$ cat src/rtl/edge_event_arbiter.sv
// Edge detector with per-line pending flags and a round-robin valid/ready event offer.
// Optional falling-edge detection is enabled with EDGE_EVT_FALL_EN.
module edge_event_arbiter #(
  parameter int N     = 4,
  parameter int CNT_W = 8,
  localparam int IW   = (N > 1) ? $clog2(N) : 1
) (
  input  logic             clk,
  input  logic             rst_n,
  input  logic [N-1:0]     sig_in,
  output logic             evt_valid,
  input  logic             evt_ready,
  output logic [IW-1:0]    evt_id,
  output logic             evt_edge,
  output logic [N-1:0]     pending,
  output logic [CNT_W-1:0] drop_cnt
);

  typedef enum logic {IDLE, OFFER} state_t;

  localparam logic [31:0] MAXV = 32'((64'd1 << CNT_W) - 64'd1);

  state_t          state;
  logic [N-1:0]    prev;
  logic [N-1:0]    rise;
  logic [N-1:0]    fall;
  logic [N-1:0]    edge_v;
  logic [N-1:0]    acc_mask;
  logic [N-1:0]    drop;
  logic [N-1:0]    req;
  logic [IW-1:0]   ptr;
  logic [IW-1:0]   nptr;
  logic [IW-1:0]   win_id;
  logic            win_any;
  logic            acc;
  logic            load;
  logic [31:0]     dsum;
  logic [CNT_W-1:0] cnt_nxt;

  assign rise = sig_in & ~prev;
`ifdef EDGE_EVT_FALL_EN
  assign fall = ~sig_in & prev;
`else
  assign fall = '0;
`endif
  assign edge_v    = rise | fall;
  assign evt_valid = (state == OFFER);
  assign acc       = evt_valid && evt_ready;
  assign nptr      = (evt_id == IW'(N - 1)) ? '0 : evt_id + 1'b1;

  always_comb begin
    acc_mask = '0;
    if (acc) acc_mask[evt_id] = 1'b1;
  end

  // Accepted line is exempt: a new edge there re-arms it instead of dropping.
  assign drop = edge_v & pending & ~acc_mask;
  assign req  = evt_valid ? (pending & ~acc_mask) : pending;
  assign load = win_any && (!evt_valid || evt_ready);

  always_comb begin
    int start;
    int idx;
    start   = evt_valid ? int'(nptr) : int'(ptr);
    idx     = 0;
    win_any = 1'b0;
    win_id  = '0;
    // Walk backwards so the lowest offset from start wins last.
    for (int k = N - 1; k >= 0; k--) begin
      idx = start + k;
      if (idx >= N) idx = idx - N;
      if (req[idx]) begin
        win_any = 1'b1;
        win_id  = IW'(idx);
      end
    end
  end

  always_comb begin
    dsum = 32'(drop_cnt);
    for (int i = 0; i < N; i++) dsum = dsum + 32'(drop[i]);
    cnt_nxt = (dsum > MAXV) ? CNT_W'(MAXV) : CNT_W'(dsum);
  end

  always_ff @(posedge clk or negedge rst_n) begin
    if (!rst_n) begin
      prev     <= '0;
      pending  <= '0;
      state    <= IDLE;
      evt_id   <= '0;
      ptr      <= '0;
      drop_cnt <= '0;
    end else begin
      prev     <= sig_in;
      pending  <= (pending & ~acc_mask) | edge_v;
      drop_cnt <= cnt_nxt;
      if (load) evt_id <= win_id;
      if (acc) ptr <= nptr;
      unique case (state)
        IDLE:    if (win_any) state <= OFFER;
        OFFER:   if (evt_ready && !win_any) state <= IDLE;
        default: state <= IDLE;
      endcase
    end
  end

`ifdef EDGE_EVT_FALL_EN
  logic [N-1:0] pending_edge;
  logic         edge_q;

  always_ff @(posedge clk or negedge rst_n) begin
    if (!rst_n) begin
      pending_edge <= '0;
      edge_q       <= 1'b0;
    end else begin
      for (int i = 0; i < N; i++)
        if (edge_v[i] && !drop[i]) pending_edge[i] <= rise[i];
      if (load) edge_q <= pending_edge[win_id];
    end
  end

  assign evt_edge = edge_q;
`else
  assign evt_edge = 1'b1;
`endif

endmodule
$ cat config.mk
export PLATFORM = sky130hd
export DESIGN_NAME = edge_event_arbiter
export DESIGN_NICKNAME = d
export VERILOG_FILES = /design/src/rtl/edge_event_arbiter.sv
export SDC_FILE = /design/constraint.sdc
export NUM_CORES = 1
export LEC_CHECK = 0
export BUFFER_PORTS_ARGS = -buffer_cell sky130_fd_sc_hd__buf_2
export CORE_ASPECT_RATIO = 1.2
export CORE_UTILIZATION = 55
export CTS_CLUSTER_SIZE = 16
export DETAILED_ROUTE_END_ITERATION = 12
export PLACE_DENSITY = 0.91
export SLEW_MARGIN = 20
export SYNTH_ARGS = -nofsm -noshare
export SYNTH_HDL_FRONTEND = slang
export SYNTH_SLANG_ARGS = --single-unit
$ cat constraint.sdc
create_clock -name clk -period 5.4 [get_ports clk]
set_clock_uncertainty 0.1 [all_clocks]
set_input_delay 0 -clock clk [delete_from_list [all_inputs] [get_ports clk]]
set_output_delay 0 -clock clk [all_outputs]
set_load 0.01 [all_outputs]
* Yosys cells after proc, flatten, opt, wreduce, memory -nomap -nowiden *
Cells that the tools add are included.

storage, ports and cells
  bits in registers = 21
  output and inout port bits = 16
  logic and storage cells = 79

cells by class
  add/sub/neg operators = 12
  $lt $le $gt $ge = 11
  equality and inequality tests = 1
  mux-type cells = 34
  bitwise operators = 8
  reduce and logical (&&, ||, !) cells = 7

operators by type and width
  kind                   number
  $lt A32 B4 Y1 const B  4
  $mux W32               4
  $and A4 B4 Y4          4
  $mux W1                15
  $add A11 B1 Y12        1
  $gt A12 B8 Y1 const B  1
  $mux W2                6
  $sub A3 B3 Y4 const B  3
  $add A10 B1 Y11        1
  $add A9 B1 Y10         1
  $add A8 B1 Y9          1
  $ge A3 B3 Y1 const B   3
  $bmux W1 S2            4
  $mux W4                2
  $mux W8                1
  $not A4 Y4             2
  $add A2 B2 Y3 const B  2
  $logic_and A1 B1 Y1    4
  $or A4 B4 Y4           1
  $sub A2 B3 Y4 const B  1
  $add A2 B1 Y3 const B  1
  $ge A2 B3 Y1 const B   1
  $lt A2 B3 Y1 const B   1
  $add A2 B1 Y2 const B  1
  other kinds (7)        8

* Longest topological paths before layout *
  depth in word-level cells = 19
  mapped depth = 13

* Worst setup path after synthesis *
OpenSTA, ideal clock, no wires.

  kind = reg2reg
  start point = reg state, in the netlist evt_valid
  end point = reg drop_cnt[7]
  data arrival time = 3.143 ns
  data required time = 5.175 ns
  setup slack = 2.033 ns
  cell stages (with the launch flop) = 13
  buffers on the path = 2
  period minus slack after synthesis = 3.367 ns
  cell sequence = dfrtp_1 > buf_6 > and2_4 > buf_6 > a21o_2 > or3_1 > fa_1 > inv_1 > fa_1 > fa_1 > nand2_1 > nand2_1 > mux2_2

on the way
  word-level cells in the longest chain between the ends = 10

ends and longest elaborated chain
  what                    line  RTL
  from (decl)             23    state_t state;
  from (signal assigned)  89    state <= IDLE;
  from (signal assigned)  100   IDLE: if (win_any) state <= OFFER;
  from (signal assigned)  101   OFFER: if (evt_ready && !win_any) state <= IDLE;
  $logic_and A1 B1 Y1 *   48    assign acc = evt_valid && evt_ready;
  $mux W4 *               53    if (acc) acc_mask[evt_id] = 1'b1;
  $not A4 Y4 *            57    assign drop = edge_v & pending & ~acc_mask;
  $and A4 B4 Y4 *         57
  $add A8 B1 Y9           81    for (int i = 0; i < N; i++) dsum = dsum + 32'(drop[i]);
  $add A9 B1 Y10          81
  $add A10 B1 Y11         81
  $add A11 B1 Y12 *       81
  $gt A12 B8 Y1           82    cnt_nxt = (dsum > MAXV) ? CNT_W'(MAXV) : CNT_W'(dsum);
  $mux W8 *               82
  via cnt_nxt[7]          38    logic [CNT_W-1:0] cnt_nxt;
  to (signal assigned)    96    drop_cnt <= cnt_nxt;
  to (decl)               16    output logic [CNT_W-1:0] drop_cnt

Mark *: on every way through the listed nets, which the timed path passes. The rest lies on a longest branch.
A chain may end at the register's enable or synchronous reset.

* Worst setup path in the final report *
  start point = reg evt_id[0]
  end point = reg drop_cnt[3]

on the way
  word-level cells in the longest chain between the ends = 13
  elaborated cells between the ends (all ways) = 14
  those cells by class = 4 x add/sub; 3 x order compare; 4 x mux; 2 x bitwise; 1 x reduce/logical

ends and longest elaborated chain
  what                                                                line  RTL
  from (decl)                                                         13    output logic [IW-1:0] evt_id,
  from (signal assigned)                                              97    if (load) evt_id <= win_id;
  $lt A2 B3 Y1 (not written as such) or $ge A2 B1 Y1 (tied branches)  53
  $logic_and A1 B1 Y1 (not written as such)                           53
  $mux W1 (not written as such)                                       53
  $demux W1 S2 *                                                      53
  $mux W4 *                                                           53
  $not A4 Y4 *                                                        57
  $and A4 B4 Y4 *                                                     57
  $add A8 B1 Y9                                                       81
  $add A9 B1 Y10                                                      81
  $add A10 B1 Y11                                                     81
  $add A11 B1 Y12 *                                                   81
  $gt A12 B8 Y1                                                       82
  $mux W8 *                                                           82
  via cnt_nxt[3]                                                      38

Marked as above.

==> flow_summary.ini <==
[synth]
syn_area_sq_mm = 0.001146
ys_types = 34
synthesis.nets = 128
synth_edf_count = 0
ys_seq_elements = 21
ys.flop_type = dfrtp_1
ys_seq_area_share_pct = 45.85
synth_cells = 113
async_flop_share_pct = 100.0
synth.avg_cell_area_sq_um = 10.14
ys_warn_count = 0

[worst_setup_path]
path_depth = 13
startpoint_type = flip-flop
cp_cell_sequence = inv_1, ha_1, nand3_1, nand2_1, or3_1, fa_1, inv_1, fa_1, fa_1, nand2_1, nor2_1, nand3_1, nand2_1
cp_max_fo = 6
critical_path.endpoint_type = flip-flop
slowest_stage = fa_1
crit_type = reg2reg
cp.arrival_ns = 3.63
cp_slowest_stage_delay_ns = 0.52
required_ns = 5.49
cp_num_buf_inv = 2
path_delay_family = adder cells
reg2regPathDepth = 13

[die]
fp.dieH_microns = 52.01
start_util_pct = 60.54
coreArea_sq_mm = 0.001893
dieWidth_microns = 43.67
rows = 17
io_pins = 23
die_area_sq_mm = 0.002271

[cts]
cts-root-buf = clkbuf_4
clk-insertion-delay-late_ns = 0.30
cts_buffers = 3
clkTransAtPathRegs_ns = 0.11
h-tree-depth = 1
cts_resized = 0
cts_tree = built
cts_buffer_depth = 2
numClockSinks = 21

[flow_run]
cap_violations = 0

[sta]
fin_tns_setup_ns = 0
max_freq_ghz = 0.2823
period_share_pct = 65.61
drv_slew = 0
min_period_ns = 3.543
setup_viol = 0
timing.hold.ws_ns = 0.06493
finalHoldViolCount = 0
grt_setup_unrepaired = false

[grt]
first_global_vias = 842
antenna_found_initial = 0
grt_pass1_wl_microns = 3429
grt_start_max_net_pins = 22
overflow = 0
grt_usage_pct = 20.92

[finish]
antennaDiodeCount = 0
areaGrowthSynthToFinish_pct = 16.16
drive_gt1_share_pct = 24.11
nNetsFinal = 157
layout_common_cells = 21 x dfrtp_1, 21 x buf_2, 14 x nand2_1

[detailed_routing]
drt_iter0_markers = 15
vias = 866
remaining_drc_errors = 1
drt_pass1_iterations = 8
antenna_left = 0
vias_per_cell = 5.413
routed_wl_microns = 2122
wl_per_cell_microns = 13.26

[status]
status = finished with violations
failed_checks = DRC

[placed_design]
hpwlAfterDp_microns = 1663
gp_congestion = 0.8705
numPortBuffers = 21

[power_and_ir_drop]
powerDensity_mw_per_mm2 = 531.2
finalPower_mw = 0.7071
ir_worst_vdd_v = 0.0003736
leakage_nw = 0.6712

[worst_hold_path]
min-delay-path-class = in2async
==> final cells by class <==
type,instances,area (sq um)
clock buffer,4,26.28
fill,161,561.8
inverter,9,33.78
multi-input combinational,80,556.8
sequential,21,525.5
tap,19,23.77
timing repair buffer,27,165.2
==> sequential cells by signal, summed over array words and instances (netlist names) <==
| signal | flops |
|---|---|
| drop_cnt | 8 |
| evt_id | 2 |
| evt_valid | 1 |
| pending | 4 |
| prev | 4 |
| ptr | 2 |
==> final timing paths <==
check	end	from	slack, ns
setup / recovery	drop_cnt[3]$_DFF_PN0_	evt_id[0]$_DFFE_PN0P_	1.86
hold / removal	ptr[0]$_DFFE_PN0P_	rst_n	0.06
setup reg to reg	drop_cnt[3]$_DFF_PN0_	evt_id[0]$_DFFE_PN0P_	1.86
hold reg to reg	pending[0]$_DFF_PN0_	prev[0]$_DFF_PN0_	0.36
max in group asynchronous	prev[3]$_DFF_PN0_	rst_n	4.83
min in group clk	prev[3]$_DFF_PN0_	sig_in[3]	0.26
==> cells by family (layout without fill, tap and decap cells) <==
logic type / count (synthesis) / in the layout / synth area share (%)
compound gates: 16 / 16 / 9.389
xor+xnor: 4 / 4 / 3.057
fa+ha+maj: 8 / 8 / 10.70
flops: 21 / 21 / 45.85
buf+inv: 12 / 40 / 5.568
simple gates: 46 / 46 / 20.31
mux: 5 / 5 / 4.803
other cells: 1 / 1 / 0.3272
==> per-stage QoR <==
stage / instance area (sq um) / worst slack [ns] / std cells / utilization, %
floorplan: 1146 / 2.033 / 113 / -
global placement: 1245 / 1.923 / 150 / 65.76
detailed placement: 1245 / 1.851 / 150 / 65.76
CTS: 1331 / 1.830 / 160 / 70.32
global route: 1331 / 1.653 / 160 / 70.32
finish: 1331 / 1.857 / 160 / 70.32
==> repair_timing <==
| item | in CTS | in global routing |
|---|---|---|
| hold buffers | 6 | 0 |
| hold endpoints to repair | 30 | 0 |
| buffers inserted | 0 | 0 |
==> per-layer routing <==
layer | share of wire [%] | vias to the layer above | track usage, %
met4 | 2.6 | 0 | 9.896
met2 | 54 | 18 | 39.30
li1 | - | 430 | -
met1 | 41 | 412 | 22.74
met5 | 0 | - | 0
met3 | 2.5 | 6 | 2.431
==> power by group <==
group / leakage [nW] / total [mW] / internal [mW] / switching, mW
clock network: 0.0150 / 0.0737 / 0.0288 / 0.0449
logic: 0.412 / 0.362 / 0.166 / 0.196
registers: 0.244 / 0.271 / 0.215 / 0.0562
==> Yosys cell counts, types with 2 or more instances <==
| cell | count | area, sq um |
|---|---|---|
| mux2_2 | 4 | 45.04 |
| xnor2_1 | 2 | 17.52 |
| dfrtp_1 | 21 | 525.5 |
| nand3_1 | 7 | 35.03 |
| nand2b_1 | 5 | 31.28 |
| xor2_1 | 2 | 17.52 |
| a21oi_1 | 4 | 20.02 |
| ha_1 | 5 | 62.56 |
| nor2_1 | 9 | 33.78 |
| o21ai_0 | 5 | 25.02 |
| or3_1 | 2 | 12.51 |
| fa_1 | 3 | 60.06 |
| buf_6 | 2 | 22.52 |
| inv_1 | 9 | 33.78 |
| nand2_1 | 14 | 52.55 |
No activity file was read; power rests on OpenSTA's default activity.
